File: src/rtl/jk_bank_pkg.sv
// Shared types and constants for the JK bank arbiter.
package jk_bank_pkg;

  localparam int unsigned OP_W = 3;

  localparam logic REQ_A = 1'b0;
  localparam logic REQ_B = 1'b1;

  typedef enum logic [OP_W-1:0] {
    OpHold  = 3'b000,
    OpClr   = 3'b001,
    OpSet   = 3'b010,
    OpTgl   = 3'b011,
    OpPulse = 3'b100
  } op_t;

  typedef enum logic [1:0] {
    StIdle,
    StApply,
    StRestore
  } state_t;

  // Codes above PULSE run as HOLD but are flagged on completion.
  function automatic logic op_illegal(logic [OP_W-1:0] op);
    return op > 3'b100;
  endfunction

endpackage

File: src/rtl/jk_cell.sv
// Single JK flip-flop cell with asynchronous active-low reset to 0.
module jk_cell (
  input  logic CLK,
  input  logic RST_N,
  input  logic J,
  input  logic K,
  output logic Q,
  output logic QB
);

  logic q_q;

  // Standard JK behaviour: hold, clear, set, toggle.
  always_ff @(posedge CLK or negedge RST_N) begin
    if (!RST_N) begin
      q_q <= 1'b0;
    end else begin
      case ({J, K})
        2'b00:   q_q <= q_q;
        2'b01:   q_q <= 1'b0;
        2'b10:   q_q <= 1'b1;
        default: q_q <= ~q_q;
      endcase
    end
  end

  assign Q  = q_q;
  assign QB = ~q_q;

endmodule

File: src/rtl/jk_bank_arbiter.sv
// Round-robin two-requester controller driving a bank of JK cells with masked bit operations.
module jk_bank_arbiter
  import jk_bank_pkg::*;
#(
  parameter int unsigned WIDTH = 8
) (
  input  logic             CLK,
  input  logic             RST_N,
  input  logic             VALID_A,
  input  logic [OP_W-1:0]  OP_A,
  input  logic [WIDTH-1:0] MASK_A,
  output logic             READY_A,
  input  logic             VALID_B,
  input  logic [OP_W-1:0]  OP_B,
  input  logic [WIDTH-1:0] MASK_B,
  output logic             READY_B,
  output logic [WIDTH-1:0] Q,
  output logic [WIDTH-1:0] QB,
  output logic             BUSY,
  output logic             DONE,
  output logic             ERR,
  output logic             OWNER
);

  state_t           state_q, state_d;
  logic [OP_W-1:0]  op_q;
  logic [WIDTH-1:0] mask_q;
  logic             owner_q;
  logic             last_q;  // requester served most recently; reset to B so A wins first
  logic             done_q, done_d;
  logic             err_q, err_d;
  logic             win_a, win_b, accept;
  logic [WIDTH-1:0] j, k;

  // Arbitration: a lone requester wins, on contention the one not served last wins.
  always_comb begin
    win_a = VALID_A && (!VALID_B || (last_q == REQ_B));
    win_b = VALID_B && (!VALID_A || (last_q == REQ_A));
  end

  assign READY_A = (state_q == StIdle) && win_a;
  assign READY_B = (state_q == StIdle) && win_b;
  assign accept  = READY_A || READY_B;

  // Next state and completion pulses.
  always_comb begin
    state_d = state_q;
    done_d  = 1'b0;
    err_d   = 1'b0;
    case (state_q)
      StIdle: begin
        if (accept) state_d = StApply;
      end
      StApply: begin
        if (op_q == OpPulse) begin
          state_d = StRestore;
        end else begin
          state_d = StIdle;
          done_d  = 1'b1;
          err_d   = op_illegal(op_q);
        end
      end
      StRestore: begin
        state_d = StIdle;
        done_d  = 1'b1;
      end
      default: state_d = StIdle;
    endcase
  end

  // J/K decode from the latched command; RESTORE toggles the pulse bits back.
  always_comb begin
    j = '0;
    k = '0;
    case (state_q)
      StApply: begin
        case (op_q)
          OpClr:   k = mask_q;
          OpSet:   j = mask_q;
          OpTgl,
          OpPulse: begin
            j = mask_q;
            k = mask_q;
          end
          default: ;
        endcase
      end
      StRestore: begin
        j = mask_q;
        k = mask_q;
      end
      default: ;
    endcase
  end

  // State, latched command and round-robin pointer.
  always_ff @(posedge CLK or negedge RST_N) begin
    if (!RST_N) begin
      state_q <= StIdle;
      op_q    <= '0;
      mask_q  <= '0;
      owner_q <= REQ_A;
      last_q  <= REQ_B;
      done_q  <= 1'b0;
      err_q   <= 1'b0;
    end else begin
      state_q <= state_d;
      done_q  <= done_d;
      err_q   <= err_d;
      if (accept) begin
        op_q    <= READY_B ? OP_B : OP_A;
        mask_q  <= READY_B ? MASK_B : MASK_A;
        owner_q <= READY_B ? REQ_B : REQ_A;
        last_q  <= READY_B ? REQ_B : REQ_A;
      end
    end
  end

  for (genvar i = 0; i < WIDTH; i++) begin : g_cell
    jk_cell u_cell (
      .CLK  (CLK),
      .RST_N(RST_N),
      .J    (j[i]),
      .K    (k[i]),
      .Q    (Q[i]),
      .QB   (QB[i])
    );
  end

  assign BUSY  = (state_q != StIdle);
  assign DONE  = done_q;
  assign ERR   = err_q;
  assign OWNER = owner_q;

endmodule

File: config.mk
export PLATFORM = sky130hd
export DESIGN_NAME = jk_bank_arbiter
export DESIGN_NICKNAME = d
export VERILOG_FILES = /design/src/rtl/jk_bank_pkg.sv /design/src/rtl/jk_cell.sv /design/src/rtl/jk_bank_arbiter.sv
export SDC_FILE = /design/constraint.sdc
export NUM_CORES = 1
export LEC_CHECK = 0
export CORE_MARGIN = 4
export CORE_UTILIZATION = 48
export CTS_CLUSTER_DIAMETER = 40
export DETAILED_ROUTE_END_ITERATION = 10
export PLACE_DENSITY_LB_ADDON = 0.2
export SYNTH_ARGS = -nofsm -noshare
export SYNTH_HDL_FRONTEND = slang
export SYNTH_SLANG_ARGS = --single-unit
File: constraint.sdc
create_clock -name CLK -period 2.2 [get_ports CLK]
set_input_delay 0.44 -clock CLK [delete_from_list [all_inputs] [get_ports CLK]]
set_output_delay 0.44 -clock CLK [all_outputs]
set_load 0.005 [all_outputs]
Word level (Yosys, flattened, before mapping)
Index checks and enable logic that the tools add are counted.

Word-level logic and storage cells: 91. Bits in registers: 25.

Bitwise gates (word level): 9. Mux-type cells: 22. Reductions and logical operators: 21. $lt $le $gt $ge: 1. Equality and inequality tests: 23.

Operators by type and width (count): one-hot mux 8 bit (2 select lines) (2); 2-to-1 mux 8 bit (3); one-hot mux 1 bit (3 select lines) (8); == test 2 x 1 -> 1 bit (second input constant) (9); == test 2 bit (second input constant) (9); logical NOT 2 bit (9); NOT 1 bit (9); == test 3 x 2 -> 1 bit (second input constant) (2); OR reduction 3 bit (2); logical AND 1 bit (4); 2-to-1 mux 1 bit (4); 2-to-1 mux 2 bit (2); one-hot mux 2 bit (2 select lines) (1); == test 3 x 1 -> 1 bit (second input constant) (1); == test 3 bit (second input constant) (1); greater-than comparator 3 bit (second input constant) (1); logical OR 1 bit (3); 2-to-1 mux 3 bit (1); logical NOT 1 bit (2); inequality test 2 bit (second input constant) (1); one-hot mux 1 bit (2 select lines) (1); nonzero test 2 bit (1).

Depth between registers and ports, before layout
Gate-level depths: netlist of the first run.

Depth after elaboration: 7. Gate-level depth with buffers: 9.

Cells and area by module
Synthesis of the first run repeated with hierarchy kept, for this count alone.

Cells, all modules: 195. Area, all modules: 1778.0 sq um.

By module, submodules not included: jk_bank_arbiter (cells each 115, instances 1, seq. area each 426.7 sq um, area an instance 1057.3 sq um); jk_cell (cells each 10, instances 8, seq. area each 25.0 sq um, area an instance 90.1 sq um).

Least setup slack after synthesis of the first run
Ideal clock, no wire load.

Path type: reg2reg. From: register op_q[0]. To: register g_cell[0].u_cell.q_q. Stages on the path, launching flop included: 8. Data arrival time: 1.780 ns. Setup time: 0.094 ns. Setup slack: 0.326 ns. Path through: dfrtp_1 -> or3b_4 -> a31oi_4 -> buf_6 -> nand2_1 -> ha_1 -> nor3b_1 -> a211oi_1.

Cells in the longest elaborated chain, start to end: 6. Elaborated cells between the ends (all ways): 14.

Ends and longest elaborated chain: start: declaration (line jk_bank_arbiter.sv:26) `logic [OP_W-1:0] op_q;`; start signal: assignment (line jk_bank_arbiter.sv:111) `op_q <= READY_B ? OP_B : OP_A;`; == test 3 bit (tied with other cells) (line jk_bank_arbiter.sv:77) `case (op_q)`; OR reduction 3 bit (no line); 2-to-1 mux 8 bit (line jk_bank_arbiter.sv:77); one-hot mux 8 bit (2 select lines) (line jk_bank_arbiter.sv:75) `case (state_q)`; == test 2 bit (tied with other cells) (line jk_cell.sv:18) `case ({J, K})`; one-hot mux 1 bit (3 select lines) (line jk_cell.sv:18); end signal: assignment (line jk_cell.sv:19) `2'b00: q_q <= q_q;`; end signal: assignment (line jk_cell.sv:22) `default: q_q <= ~q_q;`; end: declaration (line jk_cell.sv:11) `logic q_q;`.

Parallel ways exist; a longest one is shown, timed or not. A chain may end at the register's enable or synchronous reset.

Worst setup path after layout of the first run
From: register op_q[1]. To: register g_cell[3].u_cell.q_q.

Cells in the longest elaborated chain, start to end: 6. Elaborated cells between the ends (all ways): 14.

Ends and longest elaborated chain (line): == test 3 bit (tied with other cells) (jk_bank_arbiter.sv:77); OR reduction 3 bit (no line); 2-to-1 mux 8 bit (jk_bank_arbiter.sv:77); one-hot mux 8 bit (2 select lines) (jk_bank_arbiter.sv:75); == test 2 bit (tied with other cells) (jk_cell.sv:18); one-hot mux 1 bit (3 select lines) (jk_cell.sv:18); end signal: assignment (jk_cell.sv:19); end signal: assignment (jk_cell.sv:22); end: declaration (jk_cell.sv:11).

Parallel ways exist; a longest one is shown, timed or not.

==> results_dict.tcl, run 1 <==
set metrics [dict create \
    fill_cells 274 \
    ir_drop_v 0.0008056 \
    rr_worst_depth 7 \
    highest_layer "met4" \
    final_cells 282 \
    synth.area.mux_share_pct 0.5642 \
    antenna_found_initial 0 \
    dp_hpwl_mm 2.995 \
    die_y_um 68.80 \
    critPathTopFamily "simple AND/OR/NAND/NOR gates" \
    seq_area_um2 626.9 \
    path_clk_slew_ns 0.09 \
    cp.depth 7 \
    cts-buffers-inserted 3 \
    crit_buf_inv 1 \
    relSlewSlack_pct 74.12 \
    worstSetupStartpointType "flop" \
    ios 48 \
    final.min_clock_period_ns 2.145 \
    die_w_um 68.80 \
    drt_iter0_markers 62 \
    hold_viol 0 \
    yosysWarnings 0 \
    p_leak_nw 0.9624 \
    wirelength_mm 4.385 \
    postCtsHoldBufs 0 \
    h-tree-depth 1 \
    cpPeakStageDelay_ns 0.48 \
    cts.sinks 25 \
    vias 1566 \
    crit_fanout 5 \
    multiInputGateArea_um2 1026 \
    hold_class "reg2reg" \
    avgSynthCellArea_um2 9.052 \
    synth_compound_area_share_pct 22.28 \
    fin_worst_skew_ns 0.001363 \
    tns_ns 0 \
    gr-usage-all-layers_pct 17.98 \
    synth_xor_area_share_pct 0 \
    synth-edff-count 0 \
    whs_path_depth 1 \
    p_per_area_nw_per_um2 1319 \
    wl_met1_mm 1.676 \
    synthArstFlopShare_pct 100.0 \
    viasPerCell 5.553 \
    dieArea_um2 4733 \
    gp_congestion 0.8243 \
    p_total_mw 3.158 \
    finish.utilization_pct 69.57 \
    status "finished clean" \
    synth_top_cell_area_share_pct 33.85 \
    netlist_instances 196 \
    synthToLayoutAreaGrowth_pct 34.98 \
    synthAdderAreaFrac_pct 13.40 \
    crit_arrival_ns 2.32 \
    dr_wl_met3_um 285 \
    portBuffers 47 \
    grt_max_degree 26 \
    yosys.area_share.simple_pct 16.15 \
    core_area_um2 3442 \
    fin_nets 282 \
    finalSetupViolCount 0 \
    rows 21 \
    critPathCaptureType "flop" \
    synth_top_family_by_area "compound AO/OA/AOI/OAI gates" \
    tritoncts "yes" \
    dp.cells 271 \
    maxCapViolations 0 \
    cp_slowest_cell "or3b_4" \
    worstSkewPairLatency_ns 0.27 \
    antenna_cells 0 \
    synth_area_um2 1774 \
    grt_pass1_wl_mm 6.396 \
    antenna_left 0 \
    fmax_ghz 0.4662 \
    synth_largest_area_cell "dfrtp_1" \
    synthesis.nets 241 \
    start_util_pct 51.54 \
    ys.flop_type "dfrtp_1" \
    dr.pass1.iters 4 \
    synthTopCellsByArea "dfrtp_1, ha_1, buf_4, o2111ai_1, o21ai_0" \
    worstMarginPinSlew_ns 0.3877 \
    fin_crit_sh_pct 97.50 \
    dr_wl_met2_mm 2.377 \
    grt_pass1_vias 1484 \
    yosysSeqAreaShare_pct 35.33 \
    crit_chain "or3b_4 -> a31oi_4 -> buf_12 -> nand2_1 -> ha_4 -> nor3b_1 -> a211oi_1" \
    cts_root_buf "clkbuf_8" \
    post_drt_wl_per_cell_um 15.55 \
    cts.path.max_buffers 2 \
    drv_slew 0 \
    crit_required_ns 2.37 \
    yosysUniqueCellTypes 29 \
    drc 0 \
    layout-drive-gt1-share_pct 14.41 \
    grt.overflow.total 0 \
    ys_ff_latch 25 \
    critical_path_class "reg2reg" \
]
==> flip-flops by register name, summed over array words and instances (netlist names) <==
name             flops
last_q               1
state_q              2
mask_q               8
ERR                  1
g_cell.u_cell.Q      8
OWNER                1
DONE                 1
op_q                 3
==> stage by stage <==
stage	worst slack (ns)	instance area [um2]	hold slack (ns)
final	0.05508	2395	0.4997
after global routing	-0.05400	2395	0.5417
after CTS	-0.01435	2243	0.5019
after detailed placement	0.01084	2193	0.4764
after global placement	0.04778	2193	0.4749
after floorplan	0.3261	1774	0.1444
==> cells by family after synthesis <==
logic type | count (synthesis)
buffers and inverters | 40
AND/OR/NAND/NOR | 57
flip-flops | 25
multiplexers | 1
AO/OA/AOI/OAI | 54
adder cells (fa/ha/maj) | 19
==> path summary, 6_finish.rpt <==
kind	endpoint	startpoint	slack, ns
min	OWNER	OWNER	0.50
min reg2reg	OWNER	OWNER	0.50
max in group asynchronous	last_q	RST_N	1.37
max reg2reg	g_cell[3].u_cell.Q	op_q[1]	0.06
min in group asynchronous	g_cell[2].u_cell.Q	RST_N	0.53
max	g_cell[3].u_cell.Q	op_q[1]	0.06
==> worst reg2reg max path, stage by stage (launching register included) <==
cell	delay (ns)
dfrtp_1	0.43
or3b_4	0.48
a31oi_4	0.26
buf_12	0.15
nand2_1	0.10
ha_4	0.24
nor3b_1	0.13
a211oi_1	0.25
==> routing by layer <==
| metal | track usage (%) | vias to the layer above |
|---|---|---|
| li1 | - | 763 |
| met1 | 20.83 | 727 |
| met3 | 2.755 | 8 |
| met2 | 33.85 | 68 |
| met4 | 5.109 | 0 |
| met5 | 0 | - |
==> cell type report <==
| type | instances | area share, % |
|---|---|---|
| clock inverter | 1 | 0.2090 |
| clock buffer | 3 | 1.724 |
| sequential | 25 | 26.18 |
| multi-input combinational | 132 | 42.84 |
| inverter | 15 | 2.351 |
| timing repair buffer | 60 | 24.29 |
| tap | 46 | 2.403 |
==> cell usage after synthesis (2+ instances only) <==
cell type and n:
and2_1 9, nand2_1 18, nor3b_1 7, nand2b_1 2
inv_1 15, buf_4 16, a211oi_1 8, clkbuf_1 8
ha_1 19, nor3_1 7, o21ai_0 14, a31oi_4 2
dfrtp_1 24, a31oi_1 11, o2111ai_1 11, nor2_1 12
==> layout by cell type, fill, tap and decap left out, types with 3 or more instances in the layout <==
cell type / instances
clkdlybuf4s50_1: 45
o2111ai_1: 11
nand2_1: 17
nor3b_1: 7
nor2_1: 11
clkbuf_8: 3
ha_4: 5
inv_2: 3
a31oi_1: 11
inv_1: 12
buf_4: 12
o21ai_0: 14
dfrtp_1: 24
a211oi_1: 7
nor3_1: 7
and2_1: 9
ha_1: 14
==> report_power, final <==
group	internal, mW	switching [mW]
sequential	0.699	0.167
combinational	1.04	0.968
clock	0.127	0.156
total	1.87	1.29
==> timing repair <==
| action | 4_1_cts | 5_1_grt |
|---|---|---|
| endpoints found under the hold margin | 0 | 0 |
| resized for setup | 3 | 15 |
| pin swaps | 0 | 6 |
| cloned | 0 | 1 |
| endpoints found under the setup margin | 2 | 9 |
| setup buffers | 0 | 6 |
No activity file was read; power rests on OpenSTA's default activity.
==> inputs of run 2 (changes only) <==
Settings changed: HOLD_SLACK_MARGIN set to 0.02, SLEW_MARGIN set to 5.
==> results of run 2 <==
The final DEF is identical to that of run 1; final timing and power are the same.
==> inputs of run 3 (changes only) <==
Settings changed: CORE_UTILIZATION 48 to 52, HOLD_SLACK_MARGIN 0.02 to 0.06.
Clock period 2.2 ns to 2.55 ns, I/O delays scaled along.
==> results_dict.tcl, run 3 (synthesis results as in run 1) <==
set metrics [dict create \
    final.min_clock_period_ns 2.382 \
    layout-drive-gt1-share_pct 7.860 \
    drv_slew 0 \
    rsz0062_at_grt "no" \
    crit_arrival_ns 1.87 \
    antenna_left 0 \
    ios 48 \
    fmax_ghz 0.4199 \
    grt_pass1_vias 1557 \
    cts_root_buf "clkbuf_4" \
    path_clk_slew_ns 0.14 \
    grt_pass1_wl_mm 7.079 \
    viasPerCell 5.626 \
    grt_max_degree 25 \
    tritoncts "yes" \
    die_y_um 66.41 \
    wirelength_mm 4.228 \
    h-tree-depth 1 \
    post_drt_wl_per_cell_um 15.49 \
    fin_crit_sh_pct 93.40 \
    die_w_um 66.41 \
    gp_congestion 0.8078 \
    fin_nets 275 \
    synthToLayoutAreaGrowth_pct 25.95 \
    dp_hpwl_mm 3.297 \
    hold_viol 0 \
    crit_fanout 8 \
    critical_path_class "reg2out" \
    cts-buffers-inserted 3 \
    most-common-layout-cells "clkdlybuf4s50_1, dfrtp_1, nand2_1, ha_1, o21ai_0" \
    dr.pass1.iters 4 \
    worstMarginPinSlew_ns 0.6090 \
    gr-usage-all-layers_pct 21.20 \
    grt.overflow.total 0 \
    fin_worst_skew_ns 0.002629 \
    postCtsHoldBufs 0 \
    mostFrequentLayoutCell "clkdlybuf4s50_1" \
    post_cts_resize_count 1 \
    p_total_mw 2.466 \
    ir_drop_v 0.0006397 \
    worstSetupStartpointType "flop" \
    status "finished clean" \
    portBuffers 47 \
    relSlewSlack_pct 59.27 \
    cts.sinks 25 \
    finalSetupViolCount 0 \
    p_leak_nw 0.8934 \
    vias 1536 \
    post-cts-setup-buffer-count 0 \
    p_per_area_nw_per_um2 1104 \
    dieArea_um2 4410 \
    tns_ns 0 \
    worstSkewPairLatency_ns 0.33 \
    antenna_cells 0 \
    rows 20 \
    drt_iter0_markers 66 \
    antenna_found_initial 0 \
    cts.path.max_buffers 2 \
    crit_required_ns 2.04 \
    drc 0 \
    maxCapViolations 0 \
    start_util_pct 56.27 \
    hold_class "reg2reg" \
    critPathCaptureType "output port" \
    core_area_um2 3153 \
]
run 3: path summary, 6_finish.rpt:
kind / to / slack (ns) / start / cells past startpoint
setup / recovery: READY_A / 0.17 / state_q[0] / 5
hold / removal: OWNER / 0.52 / OWNER / 1
setup reg to reg: g_cell[7].u_cell.Q / 0.41 / state_q[1] / 8
hold reg to reg: OWNER / 0.52 / OWNER / 1
max in group asynchronous: mask_q[6] / 1.39 / RST_N / 2
min in group asynchronous: g_cell[3].u_cell.Q / 0.54 / RST_N / 1
run 3: routing by layer:
layer	vias up	part of all wire [%]	global-route usage (%)
li1	744	-	-
met1	718	39	24.84
met2	64	53	38.04
met3	10	6.3	3.231
met4	0	1.9	8.629
met5	-	0	0
run 3: per-stage QoR:
step | utilization [%] | cell area [um2] | hold slack [ns] | cells | worst slack, ns
after floorplan | - | 1774 | 0.2144 | 196 | 0.6761
after global placement | 69.48 | 2191 | 0.4643 | 269 | 0.2149
after detailed placement | 69.48 | 2191 | 0.4938 | 269 | 0.2018
after CTS | 70.40 | 2220 | 0.5303 | 273 | 0.02601
after global routing | 70.87 | 2235 | 0.5383 | 273 | 0.04584
final | 70.87 | 2235 | 0.5221 | 273 | 0.1683
run 3: final cells by class:
cell class                 instances  area [um2]
tap                               44       55.05
clock buffer                       4       26.28
multi-input combinational        131       947.2
sequential                        25       626.9
fill                             269       918.4
inverter                          15       56.30
timing repair buffer              54       523.0
run 3: power by group:
group	internal [mW]	switching (mW)	leakage (nW)
sequential	0.602	0.145	0.288
combinational	0.770	0.761	0.591
clock	0.0615	0.128	0.0150
total	1.43	1.03	0.893
run 3: worst max-delay path: stages, from the launching register on:
cell and delay (ns):
dfrtp_1 0.42, inv_2 0.10, ha_4 0.19, inv_1 0.10, a211oi_2 0.20, clkdlybuf4s50_1 0.53
